`config.mk`:
```
export PLATFORM = sky130hd
export DESIGN_NAME = cfu_mac
export DESIGN_NICKNAME = d
export VERILOG_FILES = /design/src/rtl/cfu_mac.sv
export SDC_FILE = /design/constraint.sdc
export NUM_CORES = 1
export LEC_CHECK = 0
export ABC_CLOCK_PERIOD_IN_PS = 7600
export CORE_UTILIZATION = 62
export DETAILED_ROUTE_END_ITERATION = 7
export GPL_TIMING_DRIVEN = 0
export PLACE_DENSITY = 0.82
export SLEW_MARGIN = 10
export SYNTH_ARGS = -nofsm -noshare
export SYNTH_HDL_FRONTEND = slang
export SYNTH_SLANG_ARGS = --single-unit
```
`constraint.sdc`:
```
create_clock -name clk_i -period 7.6 [get_ports clk_i]
set_clock_uncertainty 0.15 [all_clocks]
set_input_delay 2.28 -clock clk_i [delete_from_list [all_inputs] [get_ports clk_i]]
set_output_delay 2.28 -clock clk_i [all_outputs]
set_load 0.02 [all_outputs]
```
`src/rtl/cfu_mac.sv`:
```
// Custom-function unit: add, multi-cycle shift-add multiplier, per-channel MAC accumulators.
// Optional signed byte-lane dot product (op 110) is compiled in only when CFU_DOT4_EN is defined.
module cfu_mac #(
    parameter int ACC_CH   = 4,
    parameter int MUL_STEP = 1
) (
    input  logic        clk_i,
    input  logic        rst_ni,
    input  logic        en_i,
    input  logic [2:0]  funct3_i,
    input  logic [6:0]  funct7_i,
    input  logic [31:0] src1_i,
    input  logic [31:0] src2_i,
    output logic        stall_o,
    output logic [31:0] rslt_o
);
    localparam int K     = 32 / MUL_STEP;
    localparam int CH_W  = (ACC_CH > 1) ? $clog2(ACC_CH) : 1;
    localparam int CNT_W = $clog2(K);
    localparam logic [CH_W-1:0] CH_MASK = CH_W'(ACC_CH - 1);

    localparam logic [2:0] OP_ADD   = 3'b000;
    localparam logic [2:0] OP_MUL   = 3'b001;
    localparam logic [2:0] OP_MULHU = 3'b010;
    localparam logic [2:0] OP_MAC   = 3'b011;
    localparam logic [2:0] OP_ACCRD = 3'b100;
    localparam logic [2:0] OP_ACCLD = 3'b101;
    localparam logic [2:0] OP_DOT4  = 3'b110;

    typedef enum logic [1:0] {IDLE, BUSY, DONE} state_t;
    state_t state_reg, state_next;

    logic [CH_W-1:0]  ch_sel, ch_reg;
    logic [2:0]       op_reg;
    logic [63:0]      mcand_reg, prod_reg, partial;
    logic [31:0]      mplr_reg;
    logic [CNT_W-1:0] cnt_reg;
    logic [31:0]      acc_rd [ACC_CH];
    logic             acc_we;
    logic [CH_W-1:0]  acc_wa;
    logic [31:0]      acc_wd;
    logic [31:0]      mac_sum;
    logic             is_multi, accept;
    logic             unused_bits;

    assign ch_sel      = funct7_i[CH_W-1:0] & CH_MASK;
    assign is_multi    = (funct3_i == OP_MUL) || (funct3_i == OP_MULHU) || (funct3_i == OP_MAC);
    assign accept      = en_i && is_multi && (state_reg == IDLE);
    assign partial     = mcand_reg * 64'(mplr_reg[MUL_STEP-1:0]);
    assign mac_sum     = acc_rd[ch_reg] + prod_reg[31:0];
    assign unused_bits = ^funct7_i;

`ifdef CFU_DOT4_EN
    logic [31:0] lane_prod [4];
    logic [31:0] dot_rslt;
    for (genvar gi = 0; gi < 4; gi++) begin : g_lane
        assign lane_prod[gi] = {{24{src1_i[8*gi+7]}}, src1_i[8*gi +: 8]}
                             * {{24{src2_i[8*gi+7]}}, src2_i[8*gi +: 8]};
    end
    assign dot_rslt = acc_rd[ch_sel] + lane_prod[0] + lane_prod[1] + lane_prod[2] + lane_prod[3];
`endif

    // One register per channel so every accumulator can be cleared in a single reset edge.
    for (genvar gi = 0; gi < ACC_CH; gi++) begin : g_acc
        logic [31:0] acc_reg;
        always_ff @(posedge clk_i) begin
            if (!rst_ni)
                acc_reg <= '0;
            else if (acc_we && (acc_wa == CH_W'(gi)))
                acc_reg <= acc_wd;
        end
        assign acc_rd[gi] = acc_reg;
    end

    always_comb begin
        acc_we = 1'b0;
        acc_wa = ch_sel;
        acc_wd = src1_i;
        if (en_i) begin
            if (state_reg == IDLE && funct3_i == OP_ACCLD) begin
                acc_we = 1'b1;
            end else if (state_reg == DONE && op_reg == OP_MAC) begin
                acc_we = 1'b1;
                acc_wa = ch_reg;
                acc_wd = mac_sum;
            end
        end
    end

    always_ff @(posedge clk_i) begin
        if (!rst_ni) begin
            state_reg <= IDLE;
            prod_reg  <= '0;
            mcand_reg <= '0;
            mplr_reg  <= '0;
            op_reg    <= OP_ADD;
            ch_reg    <= '0;
            cnt_reg   <= '0;
        end else begin
            state_reg <= state_next;
            if (accept) begin
                mcand_reg <= {32'b0, src1_i};
                mplr_reg  <= src2_i;
                prod_reg  <= '0;
                op_reg    <= funct3_i;
                ch_reg    <= ch_sel;
                cnt_reg   <= '0;
            end else if (state_reg == BUSY && en_i) begin
                // Retire MUL_STEP multiplier bits, LSB first.
                prod_reg  <= prod_reg + partial;
                mcand_reg <= mcand_reg << MUL_STEP;
                mplr_reg  <= mplr_reg >> MUL_STEP;
                cnt_reg   <= cnt_reg + CNT_W'(1);
            end
        end
    end

    always_comb begin
        state_next = state_reg;
        stall_o    = 1'b0;
        rslt_o     = '0;
        case (state_reg)
            IDLE: begin
                if (en_i && is_multi) begin
                    state_next = BUSY;
                    stall_o    = 1'b1;
                end else if (en_i) begin
                    case (funct3_i)
                        OP_ADD:   rslt_o = src1_i + src2_i;
                        OP_ACCRD: rslt_o = acc_rd[ch_sel];
                        OP_ACCLD: rslt_o = acc_rd[ch_sel];
`ifdef CFU_DOT4_EN
                        OP_DOT4:  rslt_o = dot_rslt;
`endif
                        default:  rslt_o = '0;
                    endcase
                end
            end
            BUSY: begin
                stall_o = 1'b1;
                if (!en_i)
                    state_next = IDLE;
                else if (cnt_reg == CNT_W'(K - 1))
                    state_next = DONE;
            end
            DONE: begin
                state_next = IDLE;
                if (en_i) begin
                    case (op_reg)
                        OP_MUL:   rslt_o = prod_reg[31:0];
                        OP_MULHU: rslt_o = prod_reg[63:32];
                        OP_MAC:   rslt_o = mac_sum;
                        default:  rslt_o = '0;
                    endcase
                end
            end
            default: state_next = IDLE;
        endcase
        if (!rst_ni) begin
            stall_o = 1'b0;
            rslt_o  = '0;
        end
    end
endmodule

```
==> run summary <==
status -> complete, but fails checks
failing checks -> setup timing
drt drc -> 0
post-route antenna net violation count -> 0
WP data arrival -> 5400 ps
critical path depth in cells -> 12
PnR worst setup slack -> -230 ps
Starting Density -> 62.9%
vias in the first global route -> 21982
Vias -> 23297
core area -> 33400 sq um
Mapped Nets -> 2839
DIE HEIGHT -> 186 microns
Placer Congestion -> 1.05
FP Rows -> 67
critical path class -> input pin to output port
largest net degree at the start of global routing -> 14
final net count -> 3003
endpoints failing hold -> 0
clock latency on the worst-skew pair -> 560 ps
WHS Path Cells -> 2
final setup violation count -> 9
max-slew violations -> 0
CP startpoint kind -> input pin
io pins -> 110
Post-synth EDFFs -> 0
Hold Crit Class -> flop to flop
Pre-antenna DRT Iters -> 7
CP startpoint -> src1_i[10]
clk slew on worst S/H paths -> 60 ps
# H-tree levels -> 2
fmax -> 128 MHz
Avg WL per Cell -> 27.7 microns
die area -> 34700 sq um
commonest non-fill, non-tap cell in the layout -> nand2_1
DR iter-0 viols -> 3156
final instance area -> 24500 sq um
hold_buf cts -> 0
Max-slew headroom -> 11.4%
element type at the critical path end -> output port
worst slew pin tran -> 1320 ps
CTS tree -> yes
final setup TNS -> -924 ps
cell chain of the critical path -> dlygate4sd2_1, ha_2, a21o_1, a21o_1, a21o_1, o311ai_4, a31oi_4, a211o_1, a221oi_2, xnor2_1, a211o_1, buf_6
GRT Total Usage -> 51.0%
Mapped Area -> 21000 sq um
Yosys reg bits -> 300
mean post-synth cell area -> 7.99 sq um
final wirelength -> 90.6 mm
R2R depth -> 14
CP most frequent cell -> a21o_1
hold wc startpoint -> mplr_reg[6]
Area Overhead vs Synth -> 16.4%
Post-DP Area -> 22600 sq um
total grt overflow -> 0
clock period minus worst slack -> 7830 ps
CP top delay family -> compound AO/OA/AOI/OAI gates
initial antenna violation count -> 4
most frequent cells in the layout -> 366 x nand2_1, 299 x dfxtp_1, 297 x a21oi_1, 230 x nor2_1, 151 x clkbuf_1
Period Utilization, post-route -> 103%
Cells after Synth -> 2632
Peak VDD IR -> 0.199 mV
post-synthesis async set-or-reset flop share -> 0%
width of the chip -> 186 microns
Worst path max stage delay -> 460 ps
CTS sink count -> 300
Top FF cell, synth -> dfxtp_1
Leakage Power -> 9.27 nW
max reg flops -> 128
post-layout util -> 73.2%
Critical Path Slowest Stage Cell -> o311ai_4
Bufs and invs on worst path -> 2
share of cells above drive strength 1 -> 11.1%
Syn. warnings -> 0
via density per instance -> 7.12
Power, Total -> 0.00398 W
Root Driver -> clkbuf_16
R2R Path Start -> mplr_reg[0]
clock buffer depth -> 3
post-synthesis sequential area ratio -> 28.6%
Max Cap Viol -> 0
crit path max fanout -> 3
global-route wire length before repair -> 130 mm
CTS Buf Count -> 35
worst path required time -> 5170 ps
post-synth cell types -> 84
RSZ-0062 raised after global routing -> yes
pwr/cell area -> 163 nW/um^2
IO Port Bufs -> 102
post-detail-place hpwl -> 67.2 mm
==> per-stage QoR <==
stage,hold slack [ps],std cells,setup WS (ps)
after floorplan,281,2632,224
after global placement,291,3182,-1700
after detailed placement,296,3185,-1720
after CTS,304,3261,-108
after global routing,327,3269,-223
final,309,3271,-230
==> Yosys cell counts, drive strengths merged (52+ instances only) <==
master  count  area share [%]
a211oi     93             3.3
a21o       72             2.6
a21oi     303             7.3
a22oi      69             2.5
and2       67             2.0
clkbuf    152             2.7
dfxtp     300              29
ha        127             7.6
mux4       64             6.9
nand2     369             6.6
nand3      52             1.2
nor2      234             4.2
o21ai     156             3.7
xnor2      67             2.8
==> worst reg2reg max path, delay by kind of cell (launching register included) <==
kind	cells	cell delay (ps)
AOI/OAI and AO/OA	7	2060
adders and majority gates	1	440
DFF	1	440
and+or+nand+nor	4	1090
buffers and inverters	2	1220
==> kinds of logic (layout without fill, tap and decap cells) <==
group | count (synthesis) | count (layout) | share of synthesized area (%)
AO/OA/AOI/OAI | 893 | 893 | 27.3
AND/OR/NAND/NOR | 880 | 880 | 18.9
flip-flops | 300 | 300 | 28.6
buffers and inverters | 215 | 403 | 3.90
adder cells (fa/ha/maj) | 130 | 130 | 7.84
XOR/XNOR | 107 | 107 | 4.46
multiplexers | 107 | 107 | 9.03
other | 0 | 3 | 0
==> where the power goes <==
group	switching (W)	internal, W
combinational	0.000379	0.000204
sequential	0.0000258	0.00160
clock	0.000720	0.00105
total	0.00113	0.00286
==> routing by layer <==
layer  track usage [%]  vias up  wire (microns)
li1                  -    10025               -
met1              59.5    10845           31500
met2              78.7     1847           38700
met3              15.1      576           12200
met4              38.8        4            8150
met5              1.43        -              77
==> layout make-up <==
| cell class | instances | area (sq um) |
|---|---|---|
| fill | 2520 | 8970 |
| inverter | 27 | 101 |
| antenna | 3 | 7.51 |
| clock buffer | 52 | 1040 |
| multi-input combinational | 2117 | 14700 |
| sequential | 300 | 6010 |
| clock inverter | 9 | 124 |
| timing repair buffer | 131 | 1180 |
| buffer | 184 | 753 |
| tap | 448 | 561 |
==> path summary, 6_finish.rpt <==
kind / endpoint / slack, ps
worst max-delay path: rslt_o[30] / -230
worst min-delay path: mplr_reg[6] / 310
worst max register to register: prod_reg[58] / 2130
worst min register to register: mplr_reg[6] / 310
==> what timing repair did <==
| item | in CTS | in global routing |
|---|---|---|
| buffers inserted | 16 | 10 |
| pin swaps | 33 | 18 |
| resized for setup | 225 | 74 |
| endpoints found under the setup margin | 32 | 24 |
| cloned | 0 | 0 |
(Power assumes the default switching activity.)
